**src/rtl/id_stage_pipe_pkg.sv**
```systemverilog
// Shared decode constants for the ID stage: instruction field positions,
// control-flag widths, pcsource encodings and the control unit.
package id_stage_pipe_pkg;

    localparam int OP_HI   = 31;
    localparam int OP_LO   = 26;
    localparam int FUNC_HI = 25;
    localparam int FUNC_LO = 20;
    localparam int IMM_HI  = 25;
    localparam int IMM_LO  = 10;
    localparam int RD_LO   = 10;
    localparam int RS_LO   = 5;
    localparam int RT_LO   = 0;
    localparam int JIDX_HI = 25;

    localparam int ALUC_W  = 3;
    localparam int PCSRC_W = 2;

    typedef enum logic [PCSRC_W-1:0] {
        PC_NEXT   = 2'd0,
        PC_BRANCH = 2'd1,
        PC_REG    = 2'd2,
        PC_JUMP   = 2'd3
    } pcsrc_e;

    typedef enum logic [ALUC_W-1:0] {
        ALU_ADD = 3'd0,
        ALU_SUB = 3'd1,
        ALU_AND = 3'd2,
        ALU_OR  = 3'd3,
        ALU_XOR = 3'd4,
        ALU_SLL = 3'd5,
        ALU_SRL = 3'd6,
        ALU_SRA = 3'd7
    } aluc_e;

    typedef enum logic [5:0] {
        OP_RTYPE = 6'd0,
        OP_ADDI  = 6'd1,
        OP_ANDI  = 6'd2,
        OP_ORI   = 6'd3,
        OP_LW    = 6'd4,
        OP_SW    = 6'd5,
        OP_BEQ   = 6'd6,
        OP_BNE   = 6'd7,
        OP_J     = 6'd8
    } opcode_e;

    // rt_src marks instructions that read rt, so load-use only checks rt for them
    typedef struct packed {
        logic   wreg;
        logic   m2reg;
        logic   wmem;
        logic   regrt;
        logic   aluimm;
        logic   sext;
        logic   shift;
        logic   rt_src;
        aluc_e  aluc;
        pcsrc_e pcsource;
    } ctrl_t;

    function automatic ctrl_t control_unit(input logic [5:0] op, input logic [5:0] func,
                                           input logic rsrtequ);
        ctrl_t c;
        c          = '0;
        c.aluc     = ALU_ADD;
        c.pcsource = PC_NEXT;
        case (op)
            OP_RTYPE: if (func < 6'd8) begin
                c.wreg   = 1'b1;
                c.rt_src = 1'b1;
                c.aluc   = aluc_e'(func[2:0]);
                c.shift  = (func[2:0] >= 3'd5);
            end
            OP_ADDI: begin c.wreg = 1'b1; c.regrt = 1'b1; c.aluimm = 1'b1; c.sext = 1'b1; end
            OP_ANDI: begin c.wreg = 1'b1; c.regrt = 1'b1; c.aluimm = 1'b1; c.aluc = ALU_AND; end
            OP_ORI:  begin c.wreg = 1'b1; c.regrt = 1'b1; c.aluimm = 1'b1; c.aluc = ALU_OR; end
            OP_LW: begin
                c.wreg = 1'b1; c.m2reg = 1'b1; c.regrt = 1'b1; c.aluimm = 1'b1; c.sext = 1'b1;
            end
            OP_SW: begin c.wmem = 1'b1; c.aluimm = 1'b1; c.sext = 1'b1; c.rt_src = 1'b1; end
            OP_BEQ: begin
                c.sext = 1'b1; c.rt_src = 1'b1; c.aluc = ALU_SUB;
                c.pcsource = rsrtequ ? PC_BRANCH : PC_NEXT;
            end
            OP_BNE: begin
                c.sext = 1'b1; c.rt_src = 1'b1; c.aluc = ALU_SUB;
                c.pcsource = rsrtequ ? PC_NEXT : PC_BRANCH;
            end
            OP_J: c.pcsource = PC_JUMP;
            default: ;
        endcase
        return c;
    endfunction

endpackage

```
**src/rtl/id_stage_pipe_regfile.sv**
```systemverilog
// Register file: two combinational read ports, one write port on the falling
// clock edge so a write-back is visible to reads later in the same cycle.
module regfile_p #(
    parameter int XLEN = 32,
    parameter int NREG = 32,
    localparam int RW  = $clog2(NREG)
) (
    input  logic            clk,
    input  logic            clrn,
    input  logic [RW-1:0]   i_ra,
    input  logic [RW-1:0]   i_rb,
    input  logic            i_we,
    input  logic [RW-1:0]   i_wn,
    input  logic [XLEN-1:0] i_wd,
    output logic [XLEN-1:0] o_qa,
    output logic [XLEN-1:0] o_qb
);

    logic [XLEN-1:0] r_mem [NREG];

    always_ff @(negedge clk or negedge clrn) begin
        if (!clrn) begin
            for (int i = 0; i < NREG; i++) r_mem[i] <= '0;
        end else if (i_we && (i_wn != '0)) begin
            r_mem[i_wn] <= i_wd;
        end
    end

    assign o_qa = (i_ra == '0) ? '0 : r_mem[i_ra];
    assign o_qb = (i_rb == '0) ? '0 : r_mem[i_rb];

endmodule

```
**src/rtl/id_stage_pipe.sv**
```systemverilog
// Instruction-decode stage: operand forwarding, load-use interlock, branch
// resolution in ID and the ID/EX pipeline register.
module id_stage_pipe
    import id_stage_pipe_pkg::*;
#(
    parameter int XLEN = 32,
    parameter int NREG = 32,
    localparam int RW  = $clog2(NREG)
) (
    input  logic              clk,
    input  logic              clrn,
    input  logic              if_valid,
    input  logic [XLEN-1:0]   if_pc4,
    input  logic [31:0]       if_inst,
    output logic              id_ready,
    input  logic              ex_ready,
    input  logic              ex_wreg,
    input  logic              ex_m2reg,
    input  logic [RW-1:0]     ex_rn,
    input  logic [XLEN-1:0]   ex_res,
    input  logic              mem_wreg,
    input  logic [RW-1:0]     mem_rn,
    input  logic [XLEN-1:0]   mem_res,
    input  logic              wb_wreg,
    input  logic [RW-1:0]     wb_rn,
    input  logic [XLEN-1:0]   wb_data,
    output logic              br_taken,
    output logic [XLEN-1:0]   br_target,
    output logic              de_valid,
    output logic [XLEN-1:0]   de_a,
    output logic [XLEN-1:0]   de_b,
    output logic [XLEN-1:0]   de_imm,
    output logic [RW-1:0]     de_rn,
    output logic              de_wreg,
    output logic              de_m2reg,
    output logic              de_wmem,
    output logic              de_aluimm,
    output logic              de_shift,
    output logic [ALUC_W-1:0] de_aluc
);

    logic [5:0]      w_op;
    logic [5:0]      w_func;
    logic [RW-1:0]   w_rs;
    logic [RW-1:0]   w_rt;
    logic [RW-1:0]   w_rd;
    logic [15:0]     w_imm16;
    logic [XLEN-1:0] w_qa;
    logic [XLEN-1:0] w_qb;
    logic [XLEN-1:0] w_a;
    logic [XLEN-1:0] w_b;
    logic [XLEN-1:0] w_imm;
    logic [RW-1:0]   w_rn;
    ctrl_t           w_ctrl;
    logic            w_stall;
    logic            w_accept;

    assign w_op    = if_inst[OP_HI:OP_LO];
    assign w_func  = if_inst[FUNC_HI:FUNC_LO];
    assign w_rs    = if_inst[RS_LO +: RW];
    assign w_rt    = if_inst[RT_LO +: RW];
    assign w_rd    = if_inst[RD_LO +: RW];
    assign w_imm16 = if_inst[IMM_HI:IMM_LO];

    regfile_p #(.XLEN(XLEN), .NREG(NREG)) u_rf (
        .clk  (clk),
        .clrn (clrn),
        .i_ra (w_rs),
        .i_rb (w_rt),
        .i_we (wb_wreg),
        .i_wn (wb_rn),
        .i_wd (wb_data),
        .o_qa (w_qa),
        .o_qb (w_qb)
    );

    // A load in EX has no data yet, so it is skipped here and caught by the interlock
    assign w_a = (w_rs == '0)                                 ? '0      :
                 (ex_wreg && !ex_m2reg && (ex_rn == w_rs))    ? ex_res  :
                 (mem_wreg && (mem_rn == w_rs))               ? mem_res :
                 (wb_wreg && (wb_rn == w_rs))                 ? wb_data : w_qa;
    assign w_b = (w_rt == '0)                                 ? '0      :
                 (ex_wreg && !ex_m2reg && (ex_rn == w_rt))    ? ex_res  :
                 (mem_wreg && (mem_rn == w_rt))               ? mem_res :
                 (wb_wreg && (wb_rn == w_rt))                 ? wb_data : w_qb;

    assign w_ctrl = control_unit(w_op, w_func, (w_a == w_b));
    assign w_imm  = w_ctrl.sext ? {{(XLEN-16){w_imm16[15]}}, w_imm16}
                                : {{(XLEN-16){1'b0}}, w_imm16};
    assign w_rn   = w_ctrl.regrt ? w_rt : w_rd;

    // Reset masks the interlock so the stage reports ready=ex_ready while held
    assign w_stall  = clrn & if_valid & ex_wreg & ex_m2reg & (ex_rn != '0) &
                      ((ex_rn == w_rs) | (w_ctrl.rt_src & (ex_rn == w_rt)));
    assign id_ready = ex_ready & ~w_stall;
    assign w_accept = if_valid & id_ready;

    // Redirect only when the branch itself is accepted, so IF never skips past it
    assign br_taken  = w_accept & ((w_ctrl.pcsource == PC_BRANCH) | (w_ctrl.pcsource == PC_JUMP));
    assign br_target = (w_ctrl.pcsource == PC_JUMP)
                       ? {if_pc4[XLEN-1:28], if_inst[JIDX_HI:0], 2'b00}
                       : if_pc4 + (w_imm << 2);

    always_ff @(posedge clk or negedge clrn) begin
        if (!clrn) begin
            de_valid  <= 1'b0;
            de_a      <= '0;
            de_b      <= '0;
            de_imm    <= '0;
            de_rn     <= '0;
            de_wreg   <= 1'b0;
            de_m2reg  <= 1'b0;
            de_wmem   <= 1'b0;
            de_aluimm <= 1'b0;
            de_shift  <= 1'b0;
            de_aluc   <= '0;
        end else if (ex_ready) begin
            if (w_accept) begin
                de_valid  <= 1'b1;
                de_a      <= w_a;
                de_b      <= w_b;
                de_imm    <= w_imm;
                de_rn     <= w_rn;
                de_wreg   <= w_ctrl.wreg;
                de_m2reg  <= w_ctrl.m2reg;
                de_wmem   <= w_ctrl.wmem;
                de_aluimm <= w_ctrl.aluimm;
                de_shift  <= w_ctrl.shift;
                de_aluc   <= w_ctrl.aluc;
            end else begin
                de_valid  <= 1'b0;
                de_wreg   <= 1'b0;
                de_m2reg  <= 1'b0;
                de_wmem   <= 1'b0;
            end
        end
    end

endmodule

```
**config.mk**
```make
export PLATFORM = sky130hd
export DESIGN_NAME = id_stage_pipe
export DESIGN_NICKNAME = d
export VERILOG_FILES = /design/src/rtl/id_stage_pipe_pkg.sv /design/src/rtl/id_stage_pipe_regfile.sv /design/src/rtl/id_stage_pipe.sv
export SDC_FILE = /design/constraint.sdc
export NUM_CORES = 2
export LEC_CHECK = 0
export CORE_MARGIN = 2
export CORE_UTILIZATION = 59
export DETAILED_ROUTE_END_ITERATION = 8
export PLACE_DENSITY_LB_ADDON = 0.12
export SKIP_LAST_GASP = 1
export SLEW_MARGIN = 40
export SYNTH_ARGS = -nofsm -noshare
export SYNTH_HDL_FRONTEND = slang
export SYNTH_HIERARCHICAL = 1
export SYNTH_SLANG_ARGS = --single-unit
```
**constraint.sdc**
```tcl
create_clock -name clk -period 8.45 [get_ports clk]
set_input_delay 2.1125 -clock clk [delete_from_list [all_inputs] [get_ports clk]]
set_output_delay 2.1125 -clock clk [all_outputs]
set_load 0.02 [all_outputs]
```
==> results_dict.tcl <==
set metrics [dict create \
    critPathCaptureType "primary output" \
    clock-sinks 1119 \
    status "complete, but fails checks" \
    vias_per_cell 6.93 \
    synth.largest_area_cell "dfrtn_1" \
    synthCells 4797 \
    rrSetupSlack_ps 1380 \
    clock_skew_ps 66.2 \
    cts_root_buf "clkbuf_16" \
    grt_max_degree 91 \
    cts_inserted_buffers 119 \
    synthArstFlopShare 1.00 \
    routed_wl_um 231000 \
    antenna_found_initial 14 \
    crit_end "br_taken" \
    die_area_um2 111000 \
    fin_area_um2 80500 \
    mostFrequentLayoutCell "mux2_2" \
    synth_area_leaders "dfrtn_1 (40%), mux2_2 (18%), mux4_2 (14%)" \
    grt_util_all_layers 0.417 \
    nNetsFinal 5902 \
    ys_seq_area_frac 0.439 \
    final_cell_mix "mux2_2 (1045), dfrtn_1 (1024), buf_4 (825), mux4_2 (404), clkdlybuf4s50_1 (315)" \
    final.fill_count 6870 \
    die_h_um 333 \
    cts_buffer_depth 3 \
    drive_gt1_frac 0.484 \
    grt_pass1_vias 51000 \
    synthFlopType "dfrtn_1" \
    crit_type "register to primary output" \
    htree_levels 3 \
    placed_cells 6964 \
    maxCapViolCount 0 \
    timing.rr.end "de_b[21]" \
    synth_seq_cells 1119 \
    gp_congestion 0.955 \
    power.leakage_uw 0.0357 \
    cellPowerDensity_nw_per_um2 216 \
    fp.dieW_um 333 \
    cts_tree "yes" \
    critPathRequiredTime_ps 6340 \
    placed_area_um2 76000 \
    rows 120 \
    postRouteAntennaNets 0 \
    wl_per_cell_um 32.1 \
    drt_pass1_iterations 6 \
    start_util 0.595 \
    core_area_um2 107000 \
    timing.hold.ws_ps 345 \
    avgSynthCellArea_um2 13.3 \
    yosysWarnings 6 \
    r2r_cells 8 \
    synth_edf_count 0 \
    port_buffers 326 \
    dpl_worst_slack_ps -1930 \
    dp_hpwl_um 161000 \
    arrival_ps 8910 \
    ir_drop_mv 0.197 \
    slew_violations 0 \
    synth.top_cell.area_share 0.402 \
    slew_headroom 0.400 \
    io_pins 327 \
    hold_buffers 0 \
    hold_viol_final 0 \
    setup_viol 1 \
    timing.final.ws_setup_ps -2570 \
    violations "negative setup slack" \
    r2r-start "u_rf/r_mem[85]" \
    worst_slew_pin_slew_ps 893 \
    insertion_delay_ps 730 \
    fin_cells 7204 \
    yosysUniqueCellTypes 77 \
    vias 49900 \
    rsz0062_at_grt "true" \
    syn_nets 5010 \
    drc 0 \
    syn2layout_area_growth_pct 26.3 \
    grt_pass1_wl_um 341000 \
    cp-start-kind "register" \
    cts.clk_slew.worst_paths_ps 50 \
    hold_path.class "register to register" \
    synth_area_um2 63700 \
    globalRouteOverflowTotal 0 \
    startpoint "u_rf/r_mem[85]" \
    drt-initial-drc-count 5402 \
    crit_fanout 3 \
]
-- sequential cells by signal (all words and copies together) (netlist names) --
register    count
de_valid        1
u_rf/r_mem   1024
de_aluimm       1
de_wmem         1
de_aluc         3
de_a           32
de_wreg         1
de_shift        1
de_rn           5
de_b           32
de_m2reg        1
de_imm         17
-- per-layer routing --
metal  GRT usage  share of wire  wire length (um)
met5           0        0.00011                26
met4       0.227          0.063             14600
met3       0.122           0.11             26000
met2       0.638           0.45            105000
met1       0.539           0.37             86100
-- worst max-delay path: stages (launching register included) --
cell     delay (ps)
dfrtn_1         440
mux4_2          240
mux2_2          160
o32ai_1         150
nor4_2          630
o21ai_0         440
a311o_1         460
o211a_1         150
nor4b_2         240
nand4_1         150
nor4_2          330
buf_4           200
xnor2_2          60
o22ai_2         200
buf_6           160
-- power breakdown --
part	switching, uW	internal, uW
registers	708	6450
clock network	2270	3070
logic	2060	2830
-- kinds of logic after synthesis --
kind of cell,after synthesis,synth area share
simple gates,612,0.0531
buf+inv,551,0.0407
fa+ha+maj,30,0.00601
compound gates,720,0.0848
mux,1711,0.369
xor+xnor,54,0.00742
flops,1119,0.439
-- synth_stat cells (all sizes together) (32+ instances only) --
| library cell | number |
|---|---|
| nand2b | 46 |
| o22ai | 49 |
| mux2 | 1051 |
| dfrtn | 1024 |
| and3 | 66 |
| a22oi | 66 |
| or3 | 64 |
| a31oi | 37 |
| nand2 | 85 |
| mux2i | 256 |
| and2 | 55 |
| o21ai | 32 |
| o311a | 32 |
| mux4 | 404 |
| xnor2 | 35 |
| nor3 | 61 |
| o31a | 33 |
| a22o | 55 |
| a21oi | 86 |
| nor2 | 94 |
| nor2b | 54 |
| dfrtp | 95 |
| clkbuf | 299 |
| a211oi | 89 |
| a21boi | 63 |
| buf | 235 |
-- metrics by stage --
stage	utilization	TNS [ps]	total power, uW
3_5_place_dp	0.710	-12240	11900
2_1_floorplan	-	-800	9730
3_3_place_gp	0.709	-10800	11700
4_1_cts	0.748	-2470	17300
5_1_grt	0.752	-2600	18000
6_report	0.752	-2570	17400
-- what timing repair did --
item / 4_1_cts / 5_1_grt
pin swaps: 2 / 21
setup buffers: 0 / 9
setup endpoints to repair: 2 / 6
gates resized for setup: 13 / 60
-- final cells by class --
type	instances	area, um^2	share of cell area
well taps	1403	1760	0.0218
diodes	14	35.0	0.000435
repair buffers	1305	12500	0.156
clock inverters	46	490	0.00609
flip-flops and latches	1119	28000	0.348
clock buffers	173	3480	0.0433
inverters	17	63.8	0.000792
multi-input cells	3127	34200	0.424
-- worst min path at each step --
stage                startpoint               end  slack, ps  depth (start not counted)
6_report       u_rf/r_mem[1015]  u_rf/r_mem[1015]        350                          0
5_1_grt        u_rf/r_mem[1015]  u_rf/r_mem[1015]        350                          0
4_1_cts        u_rf/r_mem[1007]  u_rf/r_mem[1007]        340                          0
3_5_place_dp   u_rf/r_mem[1007]  u_rf/r_mem[1007]        340                          0
3_3_place_gp   u_rf/r_mem[1020]  u_rf/r_mem[1020]        340                          0
2_1_floorplan  u_rf/r_mem[1006]  u_rf/r_mem[1006]        400                          1
(Power assumes the default switching activity.)
